[src/rtl/audio_buffer_ring.sv]
// Ring of NUM_BUFFERS audio buffers between a committing producer and a four-phase consumer.
// Optional underrun/overflow statistics are enabled by defining AUDIO_BUFFER_RING_STATS_EN.
module audio_buffer_ring #(
    parameter int unsigned NUM_BUFFERS      = 4,
    parameter int unsigned BUFFER_ADDR_BITS = 9,
    parameter int unsigned LOW_WATERMARK    = 1
) (
    input  logic                                            clk,
    input  logic                                            rst_n,
    input  logic [BUFFER_ADDR_BITS-1:0]                     wr_addr_i,
    input  logic                                            wr_commit_i,
    output logic                                            wr_full_o,
    output logic [BUFFER_ADDR_BITS+$clog2(NUM_BUFFERS)-1:0] ram_wr_addr_o,
    input  logic [BUFFER_ADDR_BITS-1:0]                     rd_addr_i,
    input  logic                                            rd_empty_i,
    output logic                                            rd_empty_ack_o,
    output logic                                            rd_valid_o,
    output logic [BUFFER_ADDR_BITS+$clog2(NUM_BUFFERS)-1:0] ram_rd_addr_o,
    output logic [$clog2(NUM_BUFFERS):0]                    fill_level_o,
    output logic                                            buffer_low_o,
    output logic [15:0]                                     underrun_cnt_o,
    output logic                                            overflow_o
);
    localparam int unsigned IdxW = $clog2(NUM_BUFFERS);
    localparam int unsigned CntW = IdxW + 1;
    localparam logic [CntW-1:0] NumBuf = CntW'(NUM_BUFFERS);
    localparam logic [CntW-1:0] LowWm  = CntW'(LOW_WATERMARK);

    typedef enum logic [1:0] {RIdle, RWait, RAck} state_e;

    state_e            state_q, state_d;
    logic [IdxW-1:0]   wr_idx_q, wr_idx_d;
    logic [IdxW-1:0]   rd_idx_q, rd_idx_d;
    logic [CntW-1:0]   count_q, count_d;
    logic              playing_q, playing_d;
    logic              rel;
    logic              accept;

    // A buffer is released only when the consumer asks for a new one while holding one.
    assign rel    = (state_q == RIdle) & rd_empty_i & playing_q;
    assign accept = wr_commit_i & ((count_q < NumBuf) | rel);

    always_comb begin
        wr_idx_d  = wr_idx_q;
        rd_idx_d  = rd_idx_q;
        count_d   = count_q;
        playing_d = playing_q;
        state_d   = state_q;
        if (accept) begin
            wr_idx_d = wr_idx_q + 1'b1;
            count_d  = count_d + 1'b1;
        end
        if (rel) begin
            rd_idx_d  = rd_idx_q + 1'b1;
            count_d   = count_d - 1'b1;
            playing_d = 1'b0;
        end
        unique case (state_q)
            RIdle: begin
                if (rd_empty_i) begin
                    if (count_d != '0) begin
                        state_d   = RAck;
                        playing_d = 1'b1;
                    end else begin
                        state_d = RWait;
                    end
                end
            end
            RWait: begin
                if (count_q != '0) begin
                    state_d   = RAck;
                    playing_d = 1'b1;
                end
            end
            RAck: begin
                if (!rd_empty_i) state_d = RIdle;
            end
            default: state_d = RIdle;
        endcase
    end

    always_ff @(posedge clk) begin
        if (!rst_n) begin
            state_q   <= RIdle;
            wr_idx_q  <= '0;
            rd_idx_q  <= '0;
            count_q   <= '0;
            playing_q <= 1'b0;
        end else begin
            state_q   <= state_d;
            wr_idx_q  <= wr_idx_d;
            rd_idx_q  <= rd_idx_d;
            count_q   <= count_d;
            playing_q <= playing_d;
        end
    end

    assign wr_full_o      = (count_q == NumBuf);
    assign fill_level_o   = count_q;
    assign buffer_low_o   = (count_q <= LowWm);
    assign rd_valid_o     = playing_q;
    assign rd_empty_ack_o = (state_q == RAck);
    assign ram_wr_addr_o  = {wr_idx_q, wr_addr_i};
    assign ram_rd_addr_o  = {rd_idx_q, rd_addr_i};

`ifdef AUDIO_BUFFER_RING_STATS_EN
    logic [15:0] underrun_q, underrun_d;
    logic        overflow_q, overflow_d;

    always_comb begin
        underrun_d = underrun_q;
        if ((state_q == RIdle) && (state_d == RWait) && (underrun_q != 16'hFFFF)) begin
            underrun_d = underrun_q + 16'd1;
        end
        overflow_d = overflow_q | (wr_commit_i & ~accept);
    end

    always_ff @(posedge clk) begin
        if (!rst_n) begin
            underrun_q <= '0;
            overflow_q <= 1'b0;
        end else begin
            underrun_q <= underrun_d;
            overflow_q <= overflow_d;
        end
    end

    assign underrun_cnt_o = underrun_q;
    assign overflow_o     = overflow_q;
`else
    assign underrun_cnt_o = '0;
    assign overflow_o     = 1'b0;
`endif

endmodule

[config.mk]
export PLATFORM = sky130hd
export DESIGN_NAME = audio_buffer_ring
export DESIGN_NICKNAME = d
export VERILOG_FILES = /design/src/rtl/audio_buffer_ring.sv
export SDC_FILE = /design/constraint.sdc
export NUM_CORES = 1
export LEC_CHECK = 0
export CAP_MARGIN = 20
export CORE_MARGIN = 2
export CORE_UTILIZATION = 35
export CTS_CLUSTER_DIAMETER = 100
export DETAILED_ROUTE_END_ITERATION = 7
export MAX_ROUTING_LAYER = met4
export PLACE_DENSITY = 0.93
export SYNTH_ARGS = -nofsm -noshare
export SYNTH_HDL_FRONTEND = slang
export SYNTH_SLANG_ARGS = --single-unit
[constraint.sdc]
create_clock -name clk -period 3.1 [get_ports clk]
set_input_delay 0.62 -clock clk [delete_from_list [all_inputs] [get_ports clk]]
set_output_delay 0.62 -clock clk [all_outputs]
set_load 0.02 [all_outputs]
-- Yosys cells after proc, flatten, opt, wreduce, memory -nomap -nowiden
Index checks and enable logic that the tools add are counted.
- register bits after elaboration: 10
- input port bits: 22
- output and inout port bits: 46
- $add $sub $neg: 4
- order comparisons: 2
- eq/ne operators: 6
- multiplexer cells: 12
- bitwise operators: 4
- reduce and logical (&&, ||, !) cells: 4
- operators by type and width (kind ; count):
    $mux W2 ; 4
    $mux W3 ; 2
    $ne A2 B2 Y1 const B ; 3
    $pmux W2 S3 ; 1
    $reduce_bool A3 Y1 ; 2
    $add A2 B1 Y2 const B ; 2
    $mux W1 ; 4
    $add A3 B1 Y3 const B ; 1
    $and A1 B1 Y1 ; 3
    $eq A3 B3 Y1 const B ; 1
    $le A3 B1 Y1 const B ; 1
    $lt A3 B3 Y1 const B ; 1
    $reduce_and A3 Y1 ; 1
    $sub A3 B1 Y3 const B ; 1
    $eq A2 B1 Y1 const B ; 1
    $eq A2 B2 Y1 const B ; 1
    $logic_not A2 Y1 ; 1
    $pmux W1 S2 ; 1
    $or A1 B1 Y1 ; 1

-- Longest topological paths before layout
Gate-level depths: netlist of run 1.
- word-level depth: 12
- mapped depth: 9

-- Worst setup path after synthesis of run 1
OpenSTA, ideal clock, no wires.
- path type: input to register
- start point: in rd_empty_i
- end point: reg playing_q (netlist: rd_valid_o)
- setup time: 116 ps
- arrival time: 2240 ps
- required time: 2984 ps
- path slack: 744 ps
- stages: 9
- buffers on the path: 1
- cells stage by stage: nor4bb_1 > buf_4 > o21ai_2 > mux2i_1 > ha_1 > xor3_1 > o22ai_2 > nand2_1 > o211a_1
- cells in the longest elaborated chain, start to end: 11
- elaborated cells between the ends (all ways): 13
- classes of those cells: add/sub (1); mux (7); bitwise (4); reduce/logical (1)
- RTL lines (what ; RTL line ; RTL):
    start: declaration ; 15 ; input logic rd_empty_i,
    $and A1 B1 Y1 (2 in a row) ; 40 ; assign rel = (state_q == RIdle) & rd_empty_i & playing_q;
    $or A1 B1 Y1 ; 41 ; assign accept = wr_commit_i & ((count_q < NumBuf) | rel);
    $and A1 B1 Y1 ; 41 ;
    $mux W3 ; 49 ; if (accept) begin
    $sub A3 B1 Y3 ; 55 ; count_d = count_d - 1'b1;
    $mux W3 ; 53 ; if (rel) begin
    $reduce_bool A3 Y1 ; 61 ; if (count_d != '0) begin
    $mux W1 ; 61 ;
    $mux W1 ; 60 ; if (rd_empty_i) begin
    $pmux W1 S2 * ; 58 ; unique case (state_q)
    end signal: assignment ; 94 ; playing_q <= playing_d;
    end: declaration ; 35 ; logic playing_q, playing_d;
Mark *: on every way between the ends. The rest lies on a longest branch, timed or not.
A chain may end at the register's enable or synchronous reset.

-- Worst setup path in the final report of run 1
Ends and elaborated chain as after synthesis.

==> reports/results.tsv, run 1 <==
metric	value	unit
clkTransAtPathRegs	70	ps
yosys_warnings	0	
critPathMaxFanout	3	
antenna_found_initial	0	
drc	0	
drive_above_1_share	8.04	%
fin_nets	138	
netlist_instances	114	
worstPathArrival	2820	ps
numPortBuffers	14	
dr_total_vias	611	
place_area	933	µm²
fp-row-count	19	
grt_max_degree	14	
die_h	56.5	µm
start_util	35.9	%
place_inst	139	
h-tree-depth	1	
die_w	56.5	µm
grt_pass1_wl	2500	µm
synth_cell_types	35	
synthToLayoutAreaGrowth	0.519	%
fmax	376	MHz
finalSetupViolations	0	
leakage	0.436	nW
busiest_layer	met2	
drtAntennaViolNets	0	
grt-ovfl-total	0	
powerDensity	675	mW/mm²
fill_cells	282	
cts.sinks	10	
max-vdd-ir-drop	285	µV
finalWorstSetupSlack	439	ps
fin_util	36.1	%
pre_cts_ws	181	ps
clk_latency	260	ps
cts_tree	built	
core	0.00269	mm²
ys_ff_latch	10	
wl	1530	µm
drv_cap	0	
hold_viol	0	
die_area	0.00319	mm²
min_period	2660	ps
status	finished clean	
hold_path_class	flip-flop to flip-flop	
grtUsageMet3	3.00	%
start_kind	input port	
firstDrtPassIters	4	
met2_usage	17.1	%
required	3260	ps
multiInputGateArea	524	µm²
met1_usage	12.1	%
grt_pass1_vias	573	
ios	68	
cts.path.max_buffers	2	
finalSetupTns	0	ps
track_usage	10.4	%
fin_area	970	µm²
post_cts_buffers	0	
crit_type	input port to flip-flop	
rsz0062_at_grt	false	
fin_skew	3.39	ps
cts_repair_resize_count	0	
drv_slew	0	
syn_avg_cell_area	8.46	µm²
ctsHoldBuffers	0	
via_per_inst	4.27	
syn_area	965	µm²
wire_per_inst	10.7	µm
stdcell_count	143	
register_area	200	µm²
hpwl	1200	µm
gp_congestion	0.815	
endpoint_kind	flip-flop	
ys_seq_area_share	20.8	%
cts_root_buf	clkbuf_4	
post-route-period-util	85.8	%
cts_buffers	3	
initialDrtViolationCount	6	
n_antenna_cell	0	
[placed cells by master, fill, tap and decap left out, types with 2 or more instances in the layout]
master           netlist  final
nand2b_1               2      2
nor3b_1                3      3
buf_4                 36      2
o211a_1                2      2
xnor2_1                6      6
a211o_1                2      2
and2_1                 7      7
conb_1                 1     17
inv_1                  4      4
nand2_1                7      7
nor2b_1                4      4
dfxtp_1               10     10
clkbuf_4               0      3
nor2_1                 2      2
clkdlybuf4s50_1        0     14
nand3_1                3      3
xor2_1                 2      2
ha_1                   3      3
o21ai_1                2      2
[synth_stat cells, drive strengths merged]
| library cell | n | area share [%] |
|---|---|---|
| conb | 1 | 0.39 |
| xnor2 | 6 | 5.4 |
| o31a | 1 | 0.91 |
| inv | 4 | 1.6 |
| nor3b | 3 | 2.3 |
| nand4b | 1 | 0.91 |
| mux2i | 1 | 1.0 |
| nand3 | 3 | 1.6 |
| dfxtp | 10 | 21 |
| xor2 | 2 | 1.8 |
| and3 | 1 | 0.65 |
| a21oi | 1 | 0.52 |
| nand2b | 2 | 1.3 |
| clkbuf | 1 | 0.39 |
| o21ai | 4 | 2.5 |
| o22ai | 1 | 1.3 |
| and2 | 7 | 4.5 |
| nor2b | 4 | 2.6 |
| nor4bb | 1 | 1.0 |
| and4bb | 1 | 1.3 |
| nand4 | 1 | 0.65 |
| a211o | 2 | 1.8 |
| mux2 | 1 | 1.6 |
| a21o | 1 | 0.78 |
| nor3 | 1 | 0.52 |
| o211ai | 1 | 0.78 |
| nor2 | 2 | 0.78 |
| buf | 37 | 29 |
| nand2 | 7 | 2.7 |
| ha | 3 | 3.9 |
| xor3 | 1 | 2.5 |
| o211a | 2 | 2.1 |
[kinds of logic after synthesis]
group	Yosys count	share of synthesized area (%)
buffers and inverters	42	31.1
AND/OR/NAND/NOR	34	20.9
AO/OA/AOI/OAI	13	10.6
flip-flops	10	20.8
XOR/XNOR	9	9.73
adder cells (fa/ha/maj)	3	3.89
multiplexers	2	2.59
other	1	0.389
[flip-flops by register name (all words and copies together) (netlist names)]
signal        flops
fill_level_o      3
wr_idx_q          2
rd_idx_q          2
rd_valid_o        1
state_q           2
[stage by stage]
stage               hold slack (ps)  power [mW]
global placement                544       0.531
global route                    606       0.705
floorplan                       605       0.483
finish                          557       0.654
CTS                             559       0.661
detailed placement              552       0.538
[power by group]
part / switching, mW / total [mW] / internal (mW)
logic: 0.172 / 0.344 / 0.172
registers: 0.0372 / 0.192 / 0.155
clock network: 0.0473 / 0.119 / 0.0713
total: 0.257 / 0.654 / 0.398
[per-layer routing]
layer  vias to the layer above  part of all wire, %
li1                        323                    -
met1                       276                   46
met2                        12                   48
met3                         0                  6.0
met4                         0                    0
met5                         -                    0
[worst paths after layout]
| check | startpoint | to | slack (ps) | cells past startpoint |
|---|---|---|---|---|
| min | rd_valid_o | state_q[0] | 560 | 2 |
| min reg2reg | rd_valid_o | state_q[0] | 560 | 2 |
| max | rd_empty_i | rd_valid_o | 440 | 9 |
| max reg2reg | rd_valid_o | rd_valid_o | 900 | 8 |
[worst max-delay path: stages]
cell,delay (ps)
clkdlybuf4s50_1,470
nor4bb_1,460
o21ai_2,150
xnor2_1,190
ha_1,200
xor3_1,230
o22ai_2,190
nand2_1,90
o211a_1,210
[area by class of cell]
| class | instances | area share, % |
|---|---|---|
| sequential | 10 | 20.6 |
| multi-input combinational | 78 | 54.1 |
| timing repair buffer | 16 | 16.0 |
| clock buffer | 4 | 3.74 |
| inverter | 4 | 1.55 |
| tap | 31 | 4.00 |
Note: power is estimated with default switching activity, not from simulation.
==> run 2: changes to the inputs <==
GPL_ROUTABILITY_DRIVEN = 0   (was default)
PLACE_DENSITY = 0.81   (was 0.93)
==> run 2 against run 1 <==
Effect of this change: register-to-register slack lost 140 ps; sequential power about the same; setup slack got worse by 130 ps; global-route usage grew 0.54 points; clock skew barely moved; cell count is 1.4% lower; clock power down 31%; first-iteration DRC count up 67%; via count up 6.7%; largest power group unchanged; highest routed layer unchanged.
==> reports/results.tsv, run 2 (synthesis results as in run 1) <==
metric	value	unit	change
wire_per_inst	11.6	µm	+8.8%
finalWorstSetupSlack	312	ps	-127 ps
worst-path-buf-inv	1		unchanged
die_h	56.5	µm	unchanged
synthToLayoutAreaGrowth	-1.69	%	
cts_tree	built		
numPortBuffers	14		unchanged
required	3250	ps	about the same
worstPathArrival	2930	ps	+110 ps
fin_nets	137		-0.72%
clkTransAtPathRegs	60	ps	about the same
die_w	56.5	µm	unchanged
min_period	2790	ps	+127 ps
busiest_layer	met2		
ctsHoldBuffers	0		unchanged
fill_cells	288		+2.1%
pre_cts_ws	53.1	ps	-128 ps
leakage	0.424	nW	-2.8%
drc	0		unchanged
hold_path_class	flip-flop to flip-flop		
critical_path.slowest_cell	clkdlybuf4s50_1		
grt_pass1_vias	604		+5.4%
start_util	35.9	%	unchanged
drv_cap	0		unchanged
drv_slew	0		unchanged
post_cts_buffers	0		unchanged
n_antenna_cell	0		unchanged
p_sw_share	40.4	%	+1.2 points
cts_buffers	3		unchanged
met2_usage	16.6	%	-0.50 points
clk_latency	250	ps	about the same
critPathMaxFanout	5		+2
grt_max_degree	14		unchanged
initialDrtViolationCount	10		+4
via_per_inst	4.62		+8.2%
max-vdd-ir-drop	213	µV	-25%
final_common_cell	conb_1		
antenna_found_initial	0		unchanged
cts.path.max_buffers	2		unchanged
combPwrFrac	55.3	%	+2.7 points
p_sw	248	µW	-3.4%
cts.sinks	10		unchanged
cts_root_buf	clkbuf_4		
finalSetupTns	0	ps	unchanged
ios	68		unchanged
fmax	359	MHz	-4.6%
cts_repair_resize_count	0		unchanged
max_stage_delay	480	ps	about the same
powerDensity	647	mW/mm²	-4.2%
worst_pin_slew	529	ps	
met1_usage	12.0	%	-0.14 points
grt_pass1_wl	2700	µm	+8.0%
seqPwrFrac	31.4	%	+2.1 points
drtAntennaViolNets	0		unchanged
p_int	365	µW	-8.1%
drive_above_1_share	6.36	%	-1.7 points
endpoint_kind	flip-flop		
hpwl	1300	µm	+8.1%
wl	1640	µm	+7.3%
final_cell_mix	17 x conb_1, 14 x clkdlybuf4s50_1, 10 x dfxtp_1		
post-route-period-util	89.9	%	+4.1 points
largest_register_ffs	3		unchanged
fp-row-count	19		unchanged
crit_type	input port to flip-flop		
core	0.00269	mm²	unchanged
fin_skew	3.61	ps	+0.217 ps
status	finished clean		
rsz0062_at_grt	false		
firstDrtPassIters	4		unchanged
clkPwrFrac	13.4	%	-4.7 points
hold_viol	0		unchanged
crit_family	simple AND/OR/NAND/NOR gates		
track_usage	10.9	%	+0.54 points
slew_headroom	64.7	%	
grtUsageMet3	5.30	%	+2.3 points
finalSetupViolations	0		unchanged
dr_total_vias	652		+6.7%
die_area	0.00319	mm²	unchanged
h-tree-depth	1		unchanged
path_cells	clkdlybuf4s50_1 > nor4bb_1 > o21ai_2 > xnor2_1 > ha_1 > xor3_1 > o22ai_2 > nand2_1 > o211a_1		
grt-ovfl-total	0		unchanged
start_kind	input port		
==> run 2: path summary, 6_finish.rpt <==
| path | from | end | depth (start not counted) | slack (ps) |
|---|---|---|---|---|
| setup / recovery | rd_empty_i | rd_valid_o | 9 | 310 |
| hold / removal | rd_valid_o | state_q[0] | 2 | 580 |
| setup reg to reg | fill_level_o[2] | rd_valid_o | 8 | 760 |
| hold reg to reg | rd_valid_o | state_q[0] | 2 | 580 |
==> run 2: tightest hold or removal path, stage by stage, from the launching register on <==
cell     delay [ps]
dfxtp_1         350
nand3_1         110
o21ai_1          60
==> run 2: power by group through the flow <==
stage	registers [mW]	logic (mW)	clock network, mW
floorplan	0.206	0.277	0
global placement	0.193	0.329	0
detailed placement	0.195	0.338	0
CTS	0.193	0.340	0.0880
global route	0.198	0.366	0.0946
finish	0.192	0.339	0.0819
==> run 2: metrics by stage <==
step                      power, mW  area [µm²]  instances  hold WS, ps  util [%]
final                         0.613         948        141          578      35.3
after global placement        0.522         926        138          546      34.5
after floorplan               0.483        1020        130          605         -
after detailed placement      0.534         926        138          567      34.5
after global routing          0.658         948        141          642      35.3
after CTS                     0.620         948        141          583      35.3
==> run 2: cell type report <==
cell class / count / area (µm²) / area share [%]
Inverter: 4 / 15.0 / 1.58
Clock buffer: 3 / 22.5 / 2.37
Tap cell: 31 / 38.8 / 4.09
Timing Repair Buffer: 15 / 148 / 15.6
Sequential cell: 10 / 200 / 21.1
Multi-Input combinational cell: 78 / 524 / 55.3
==> run 2: metal layers <==
metal | part of all wire (%) | wire, µm | up-vias
met1 | 38 | 630 | 307
met5 | 0 | 0 | -
met2 | 52 | 856 | 23
met4 | 0 | 0 | 0
met3 | 9.2 | 151 | 0
li1 | - | - | 322
